==> src/rtl/gradient_mag_dir_if.sv <==
// Purpose: bundles the start/done control, the Gx/Gy gradient buffers and the
//          magnitude/direction result buffers of gradient_mag_dir.
// Ports (signals):
//   startMag  master->slave  start request
//   gradHor   master->slave  Gx buffer, NUM_PIX x GW, two's complement
//   gradVer   master->slave  Gy buffer, NUM_PIX x GW, two's complement
//   busy      slave->master  high while a run is in progress
//   magDone   slave->master  one-cycle pulse, result buffers complete
//   magOut    slave->master  magnitude buffer, NUM_PIX x MW
//   dirOut    slave->master  direction code buffer, NUM_PIX x 2
// Handshake: startMag is a request that the slave accepts only while idle (busy
// low at the sampling edge); once accepted, gradHor/gradVer must stay stable
// until magDone pulses. magDone is high for exactly one cycle, and busy drops
// on the edge that ends that cycle. Requests made while busy are dropped.
interface gradient_mag_dir_if #(
    parameter int NUM_PIX = 26,
    parameter int GW      = 13,
    parameter int MW      = 8
);
    logic                          startMag;
    logic [NUM_PIX-1:0][GW-1:0]    gradHor;
    logic [NUM_PIX-1:0][GW-1:0]    gradVer;
    logic                          busy;
    logic                          magDone;
    logic [NUM_PIX-1:0][MW-1:0]    magOut;
    logic [NUM_PIX-1:0][1:0]       dirOut;

    modport master (
        output startMag, gradHor, gradVer,
        input  busy, magDone, magOut, dirOut
    );

    modport slave (
        input  startMag, gradHor, gradVer,
        output busy, magDone, magOut, dirOut
    );
endinterface

==> src/rtl/gradient_mag_dir.sv <==
// Purpose: Canny stage 3. For each pixel of the Sobel gradient buffers,
//          computes a scaled, saturated L1 magnitude and a direction
//          quantised to 0/45/90/135 degrees, one pixel per cycle through a
//          two-stage pipeline.
// Ports:
//   clk      rising-edge clock
//   reset    synchronous, active-low
//   bus      gradient_mag_dir_if.slave (start/done, gradient and result buffers)
//   state_o  current FSM state, for observation
module gradient_mag_dir #(
    parameter int NUM_PIX   = 26,
    parameter int GW        = 13,
    parameter int MW        = 8,
    parameter int MAG_SHIFT = 3
) (
    input  logic                   clk,
    input  logic                   reset,
    gradient_mag_dir_if.slave      bus,
    output logic [1:0]             state_o
);
    localparam int IDXW = $clog2(NUM_PIX);
    localparam int SW   = GW + 1;
    localparam int PW   = GW + 10;
    localparam logic [IDXW-1:0] LAST_IDX = IDXW'(NUM_PIX - 1);
    localparam logic [SW-1:0]   SAT      = SW'((1 << MW) - 1);

    typedef enum logic [1:0] {
        IDLE  = 2'd0,
        CALC  = 2'd1,
        DRAIN = 2'd2,
        DONE  = 2'd3
    } state_t;

    state_t                     state_q, state_d;
    logic [IDXW-1:0]            idx_q, idx_d;
    logic                       busy_q, done_q;

    // Stage 1 registers
    logic                       s1_vld_q;
    logic [IDXW-1:0]            s1_idx_q;
    logic [GW-1:0]              ax_q, ay_q;
    logic                       sx_q, sy_q;

    // Result buffers
    logic [NUM_PIX-1:0][MW-1:0] mag_q;
    logic [NUM_PIX-1:0][1:0]    dir_q;

    // ---------------- FSM ----------------
    always_comb begin
        state_d = state_q;
        idx_d   = idx_q;
        case (state_q)
            IDLE: begin
                if (bus.startMag) begin
                    state_d = CALC;
                    idx_d   = '0;
                end
            end
            CALC: begin
                if (idx_q == LAST_IDX) begin
                    state_d = DRAIN;
                    idx_d   = '0;  // keeps idx inside the buffer range
                end else begin
                    idx_d = idx_q + IDXW'(1);
                end
            end
            DRAIN:   state_d = DONE;
            DONE:    state_d = IDLE;
            default: state_d = IDLE;
        endcase
    end

    // ---------------- Stage 1: absolute values and signs ----------------
    logic [GW-1:0] gx, gy, ax_d, ay_d;

    always_comb begin
        gx   = bus.gradHor[idx_q];
        gy   = bus.gradVer[idx_q];
        // -2^(GW-1) negates to 2^(GW-1), which is representable as unsigned GW bits
        ax_d = gx[GW-1] ? (~gx + GW'(1)) : gx;
        ay_d = gy[GW-1] ? (~gy + GW'(1)) : gy;
    end

    // ---------------- Stage 2: magnitude and direction ----------------
    logic [SW-1:0] sum, shf;
    logic [MW-1:0] mag;
    logic [PW-1:0] ay256, ax106, ax618;
    logic [1:0]    dir;

    always_comb begin
        sum   = SW'(ax_q) + SW'(ay_q);
        shf   = sum >> MAG_SHIFT;
        mag   = (shf > SAT) ? {MW{1'b1}} : shf[MW-1:0];
        // tan(22.5) ~ 106/256 and tan(67.5) ~ 618/256, compared without division
        ay256 = PW'(ay_q) << 8;
        ax106 = PW'(ax_q) * PW'(106);
        ax618 = PW'(ax_q) * PW'(618);
        if (ay256 <= ax106) begin
            dir = 2'd0;
        end else if (ay256 >= ax618) begin
            dir = 2'd2;
        end else if (sx_q == sy_q) begin
            dir = 2'd1;
        end else begin
            dir = 2'd3;
        end
    end

    // ---------------- Registers ----------------
    always_ff @(posedge clk) begin
        if (!reset) begin
            state_q  <= IDLE;
            idx_q    <= '0;
            busy_q   <= 1'b0;
            done_q   <= 1'b0;
            s1_vld_q <= 1'b0;
            s1_idx_q <= '0;
            ax_q     <= '0;
            ay_q     <= '0;
            sx_q     <= 1'b0;
            sy_q     <= 1'b0;
            mag_q    <= '0;
            dir_q    <= '0;
        end else begin
            state_q  <= state_d;
            idx_q    <= idx_d;
            // Registered from next state so busy/magDone line up with the state
            busy_q   <= (state_d != IDLE);
            done_q   <= (state_d == DONE);
            s1_vld_q <= (state_q == CALC);
            if (state_q == CALC) begin
                s1_idx_q <= idx_q;
                ax_q     <= ax_d;
                ay_q     <= ay_d;
                sx_q     <= gx[GW-1];
                sy_q     <= gy[GW-1];
            end
            if (s1_vld_q) begin
                mag_q[s1_idx_q] <= mag;
                dir_q[s1_idx_q] <= dir;
            end
        end
    end

    assign bus.busy    = busy_q;
    assign bus.magDone = done_q;
    assign bus.magOut  = mag_q;
    assign bus.dirOut  = dir_q;
    assign state_o     = state_q;
endmodule

==> src/flat_wrapper.sv <==
// flat-port wrapper written by rule: the top's interface ports become plain ports
module gradient_mag_dir_flat 
#(
    parameter int NUM_PIX   = 26,
    parameter int GW        = 13,
    parameter int MW        = 8,
    parameter int MAG_SHIFT = 3
)
  (clk, reset, state_o, bus_startMag, bus_gradHor, bus_gradVer, bus_busy, bus_magDone, bus_magOut, bus_dirOut);
  gradient_mag_dir_if #(.NUM_PIX(NUM_PIX), .GW(GW), .MW(MW)) bus_i ();
  input  logic clk;
  input  logic reset;
  output logic [1:0] state_o;
  input wire logic [$bits(bus_i.startMag)-1:0] bus_startMag;
  input wire logic [$bits(bus_i.gradHor)-1:0] bus_gradHor;
  input wire logic [$bits(bus_i.gradVer)-1:0] bus_gradVer;
  output wire logic [$bits(bus_i.busy)-1:0] bus_busy;
  output wire logic [$bits(bus_i.magDone)-1:0] bus_magDone;
  output wire logic [$bits(bus_i.magOut)-1:0] bus_magOut;
  output wire logic [$bits(bus_i.dirOut)-1:0] bus_dirOut;
  assign bus_i.startMag = bus_startMag;
  assign bus_i.gradHor = bus_gradHor;
  assign bus_i.gradVer = bus_gradVer;
  assign bus_busy = bus_i.busy;
  assign bus_magDone = bus_i.magDone;
  assign bus_magOut = bus_i.magOut;
  assign bus_dirOut = bus_i.dirOut;
  gradient_mag_dir #(.NUM_PIX(NUM_PIX), .GW(GW), .MW(MW), .MAG_SHIFT(MAG_SHIFT)) u_core (.clk(clk), .reset(reset), .bus(bus_i), .state_o(state_o));
endmodule
==> config.mk <==
export PLATFORM = sky130hd
export DESIGN_NAME = gradient_mag_dir_flat
export DESIGN_NICKNAME = d
export VERILOG_FILES = /design/src/rtl/gradient_mag_dir_if.sv /design/src/rtl/gradient_mag_dir.sv /design/src/flat_wrapper.sv
export SDC_FILE = /design/constraint.sdc
export NUM_CORES = 1
export LEC_CHECK = 0
export ABC_AREA = 1
export CAP_MARGIN = 20
export CORE_AREA = 2 2 368 370
export CTS_BUF_LIST = sky130_fd_sc_hd__clkbuf_4 sky130_fd_sc_hd__clkbuf_8
export CTS_CLUSTER_DIAMETER = 60
export CTS_CLUSTER_SIZE = 30
export DETAILED_ROUTE_END_ITERATION = 8
export DIE_AREA = 0 0 370 372
export PLACE_DENSITY_LB_ADDON = 0.12
export SETUP_SLACK_MARGIN = 0.3
export SLEW_MARGIN = 20
export SYNTH_ARGS = -nofsm -noshare
export SYNTH_HDL_FRONTEND = slang
export SYNTH_SLANG_ARGS = --single-unit
==> constraint.sdc <==
create_clock -name clk -period 8.4 [get_ports clk]
set_input_delay 1.68 -clock clk [delete_from_list [all_inputs] [get_ports clk]]
set_output_delay 1.68 -clock clk [all_outputs]
set_load 0.05 [all_outputs]
Word level (Yosys, flattened, before mapping). Cells that the tools add are included.

Flip-flop bits (word level): 303. Bits of input ports: 679. Output and inout port bits: 264. Logic and storage cells: 110.

Add/sub/neg operators: 4. $mul: 2. $lt $le $gt $ge: 6. Equal/unequal tests: 7. Mux-type cells: 22. Bitwise operators: 2. Reduce and logical (&&, ||, !) cells: 5.

Operators by type and width (number): $bwmux W208 (1); $bmux W13 S5 (2); $bwmux W52 (1); $mux W13 (4); $demux W8 S5 (1); $add A13 B1 Y13 const B (2); $not A13 Y13 (2); $ge A21 B23 Y1 (1); $mul A13 B9 Y22 const B (1); $le A21 B20 Y1 (1); $mul A13 B6 Y19 const B (1); $mux W8 (2); $add A13 B13 Y14 (1); $lt A5 B6 Y1 const B (2); $mux W2 (6); $gt A11 B8 Y1 const B (1); $demux W2 S5 (1); $mux W5 (2); $pmux W5 S2 (1); $pmux W2 S4 (1); $eq A2 B2 Y1 const B (3); $add A5 B1 Y5 const B (1); $eq A5 B5 Y1 const B (1); $ge A5 B1 Y1 const B (1); 7 further kinds (8).

Logic depth before layout (Yosys ltp).
Depth in word-level cells: 5. Depth in mapped cells: 29. Gate-level depth less buffers: 28.

Least setup slack after synthesis. Ideal clock, no wire load.

Kind: reg-to-reg. From: reg u_core.ax_q[11]. To: reg u_core.dir_q (netlist bit u_core.bus.dirOut[13]). Setup time: 0.129 ns. Arrival time: 4.681 ns. Data required time: 8.271 ns. Setup slack: 3.591 ns. Stages on the path, launching flop included: 25. Path buffers: 1. Period minus slack after synthesis: 4.809 ns. Path through: dfxtp_1 -> ha_1 -> fa_1 -> fa_1 -> inv_1 -> fa_1 -> inv_1 -> ha_1 -> a21oi_1 -> a21boi_0 -> nand2_1 -> a21oi_1 -> xor2_1 -> ha_1 -> nand2_1 -> nor2_1 -> a211oi_1 -> nand2_1 -> nand2_1 -> nand2_1 -> nand3b_1 -> nand2_1 -> nand2_1 -> buf_2 -> a21oi_1.

Word-level cells in the longest chain between the ends: 5. Elaborated cells between the ends (all ways): 7. Classes of those cells: 2 x mul; 2 x order compare; 3 x mux.

RTL lines: start, declared (line gradient_mag_dir.sv:41) `logic [GW-1:0] ax_q, ay_q;`; start signal, assigned (line gradient_mag_dir.sv:118) `ax_q <= '0;`; start signal, assigned (line gradient_mag_dir.sv:133) `ax_q <= ax_d;`; $mul A13 B9 Y22 (line gradient_mag_dir.sv:97) `ax618 = PW'(ax_q) * PW'(618);`; $ge A21 B23 Y1 (line gradient_mag_dir.sv:100) `end else if (ay256 >= ax618) begin`; $mux W2 (line gradient_mag_dir.sv:100); $mux W2 * (line gradient_mag_dir.sv:98) `if (ay256 <= ax106) begin`; $bwmux W52 * (line gradient_mag_dir.sv:140) `dir_q[s1_idx_q] <= dir;`; end signal, assigned by index (line gradient_mag_dir.sv:140); end, declared (line gradient_mag_dir.sv:46) `logic [NUM_PIX-1:0][1:0] dir_q;`.

Mark *: on every way between the ends. The rest lies on a longest branch, timed or not. A chain may end at the register's enable or synchronous reset.

Worst setup path in the final report.
From: reg u_core.ax_q[6]. To: reg u_core.dir_q (netlist bit u_core.bus.dirOut[7]).

The elaborated chain is that of the path after synthesis.

==> results.md <==
* IO buf count at 942
* Worst Reg2Reg Path Length in Cells at 27
* Critical path type: register to register
* Maximum clock path buffer count at 3
* TritonCTS clock tree: yes
* Crit end category: register
* Maximum VDD drop at 0.176 mV
* RSZ-0062 raised after global routing: no
* Top flip-flop cell by instance count after synthesis: dfxtp_1
* Total overflow reported by the global router at 0
* Fraction of layout cells with a size suffix above 1 at 0.0397
* Average size of a mapped cell at 5.95 sq um
* Post-Route Skew at 0.0632 ns
* Wire length of the first global-routing pass at 216000 um
* Leakage power figure at 16.7 nW
* Final Hold Slack at 0.485 ns
* Transition time at the pin with the least slew margin at 1.19 ns
* Setup slack, reg-to-reg at 2.80 ns
* Portion of synthesized cell area occupied by the leading cell type at 0.250
* Number of hold buffers added after cts at 0
* Post-synthesis async set-or-reset flop share at 0
* Global routing usage summed across all routing layers at 0.219
* Max Cap Violations at 0
* Synth top area cells: dfxtp_1 (25%), nand2_1 (15%), nor2_1 (13%), nand3_1 (9.5%), inv_1 (7.2%)
* Summed instance area of the synthesized netlist at 0.0243 sq mm
* Number of setup buffers added after CTS at 0
* CTS Root Cell: clkbuf_8
* Maximum net fanout on the critical path at 26
* Peak clock frequency supported by timing at 179 MHz
* Summed negative setup slack over all endpoints at 0 ns
* Largest net degree at the start of global routing at 209
* Number of failing hold endpoints at the final stage at 0
* Crit Reg-Reg Startpoint: u_core.ax_q[6]$_SDFFE_PN0P_
* Max-slew violation total from the final report at 0
* DRC marker count from the first detailed-route iteration at 1835
* Effective utilization at floorplan at 0.181
* Clock Latency Late Sink at 0.69 ns
* Kind of launch point of the worst setup path: register
* Start point of the worst min-delay path: u_core.sy_q$_SDFFE_PN0P_
* Number of global-route vias before repair at 28517
* Remaining routing DRC violations at 0
* Number of H-tree levels at 2
* Via count at 28792
* First-pass iteration count of the detailed router at 5
* Max-slew headroom at 0.205
* Area Growth Syn to Fin at 49.2%
* Post-CTS clock slew at the launch and capture registers of the worst setup and hold paths at 0.06 ns
* Capture endpoint of the worst hold path: u_core.sy_q$_SDFFE_PN0P_
* DRT Wirelength at 156000 um
* Data required time of the worst path at 8.90 ns
* Floorplan core area at 0.134 sq mm
* Number of enable-type register cells in the synthesized netlist at 0
* Net count of the mapped netlist at 4936
* Layout net count at 5711
* RD Place Congestion at 0.887
* Num rows at 135
* Number of antenna violations at the first check in global routing at 33
* Most frequent cells in the layout: nand2_1 (964), clkdlybuf4s50_1 (941), nor2_1 (815), inv_1 (467), nand3_1 (462)
* Total instance count after detailed placement at 6589
* Number of primary I/O pins at 943
* Critical Path AT at 6.10 ns
* Number of sinks handled by clock tree synthesis at 303
* Min cycle time layout at 5.60 ns
* Number of synthesized register bits at 303
* Final HPWL from detailed placement at 122000 um
* Die Area at 0.138 sq mm
* Vias per cell at 4.30
* Cell count after synthesis at 4079
* Hold Path Stages at 2
* Proportion of synthesized chip area in sequential cells at 0.250
* Most common library cell in the layout ignoring fill and taps: nand2_1
* Final worst path period share at 0.666
* Final cell count without fillers at 6690
* Die Ht at 372 um
* Yosys warns at 0
* Synth area leader: dfxtp_1
* Worst setup path startpoint: u_core.ax_q[6]$_SDFFE_PN0P_
* Endpoint of the lowest-slack register-to-register path: u_core.bus.dirOut[7]$_SDFFE_PN0P_
* Outcome: finished clean
* Pwr/cell area at 141 mW/mm^2
* Total setup violations reported at the end of the flow at 0
* Chip Width at 370 um
* Yosys cell types at 53
* Worst hold path type: register to register
* Routed wire per std cell at 23.3 um
* TritonCTS buffer count at 44
* Antenna viol nets, final at 0
* Number of cells upsized or downsized after cts at 0
per-stage QoR:
step | utilization | setup slack, ns | area, sq um | total power (W)
2_1_floorplan | - | 3.59 | 24300 | 0.00282
3_3_place_gp | 0.262 | 2.70 | 35200 | 0.00380
3_5_place_dp | 0.262 | 2.73 | 35200 | 0.00379
4_1_cts | 0.269 | 2.73 | 36200 | 0.00521
5_1_grt | 0.270 | 2.38 | 36200 | 0.00549
6_report | 0.270 | 2.80 | 36200 | 0.00511
registers in the layout, indices dropped and copies added (netlist names):
signal and cells:
u_core.bus.busy 1, u_core.bus.dirOut 52, u_core.idx_q 5, u_core.s1_idx_q 5, u_core.state_o 2, u_core.bus.magOut 208, u_core.s1_vld_q 1, u_core.sy_q 1
u_core.sx_q 1, u_core.ay_q 13, u_core.ax_q 13, u_core.bus.magDone 1
metal layers:
layer	up-vias	part of all wire	global-route usage	routed length, um
met5	-	0.00044	0	69
met4	10	0.037	0.0765	5840
met3	184	0.052	0.0332	8180
met2	828	0.49	0.383	75800
met1	13403	0.42	0.272	66000
li1	14367	-	-	-
cells in the mapped netlist (2+ instances only):
library cell  count
a211oi_1          4
a21o_1            3
a21oi_1         169
a31oi_1           6
and2_1            2
buf_1            18
buf_2            95
buf_4            21
buf_6            18
clkbuf_1        117
dfxtp_1         303
fa_1             48
ha_1            130
inv_1           468
inv_2             8
inv_4             2
nand2_1         964
nand2_2           4
nand3_1         462
nand3_2           2
nand3b_1          2
nand4_1           7
nor2_1          823
nor2_2            2
nor2_4            3
nor3_1           21
o211ai_1         23
o21ai_0         216
o21ai_1          47
o21bai_1          7
o21bai_4          2
o221ai_1          4
o22ai_1           6
o31ai_1           2
o32ai_1           2
or2_2             8
xnor2_1          26
xor2_1           19
final cells by class:
class | count | area [sq um]
tap | 1781 | 2230
multi-input combinational | 3028 | 15200
timing repair buffer | 998 | 9910
antenna | 20 | 50.0
clock inverter | 21 | 203
sequential | 303 | 6080
clock buffer | 60 | 763
fill | 15144 | 98100
inverter | 479 | 1820
where the power goes:
part           leakage, nW  internal [W]  switching (W)
clock                0.504      0.000673       0.000705
sequential            2.45       0.00146      0.0000568
combinational         13.7      0.000826        0.00139
total                 16.7       0.00296        0.00215
worst max path at each step:
stage,end,slack [ns],cells after the start
floorplan,u_core.bus.dirOut[13]$_SDFFE_PN0P_,3.59,24
global placement,u_core.bus.dirOut[45]$_SDFFE_PN0P_,2.70,25
detailed placement,u_core.bus.dirOut[43]$_SDFFE_PN0P_,2.73,27
CTS,u_core.bus.dirOut[11]$_SDFFE_PN0P_,2.73,27
global route,u_core.bus.dirOut[7]$_SDFFE_PN0P_,2.38,25
finish,u_core.bus.dirOut[7]$_SDFFE_PN0P_,2.80,27
critical path, stage by stage, from the launching register on:
cell and delay, ns:
dfxtp_1 0.62, ha_1 0.36, fa_1 0.50, ha_1 0.29, inv_1 0.05, fa_1 0.53
inv_1 0.04, ha_1 0.38, nand2_1 0.07, o21ai_0 0.33, nand3_1 0.12, nand2_1 0.12
nand2_1 0.06, nand2_1 0.15, a31oi_1 0.12, xor2_1 0.16, ha_1 0.29, a21oi_1 0.15
nor2_1 0.06, a211oi_1 0.16, nand2_1 0.08, nand2_1 0.06, nand2_1 0.04, nand3b_1 0.09
nand2_1 0.05, nand2_1 0.07, buf_4 0.33, a21oi_1 0.12
logic make-up (layout without fill, tap and decap cells):
logic type      after synthesis  count (layout)  synth area share
fa+ha+maj                   178             178             0.107
other cells                   0              20                 0
simple gates               2306            2306             0.387
buf+inv                     748            1558             0.130
flops                       303             303             0.250
compound gates              497             497             0.110
xor+xnor                     46              46            0.0169
mux                           1               1          0.000412
Note: power is estimated with default switching activity, not from simulation.
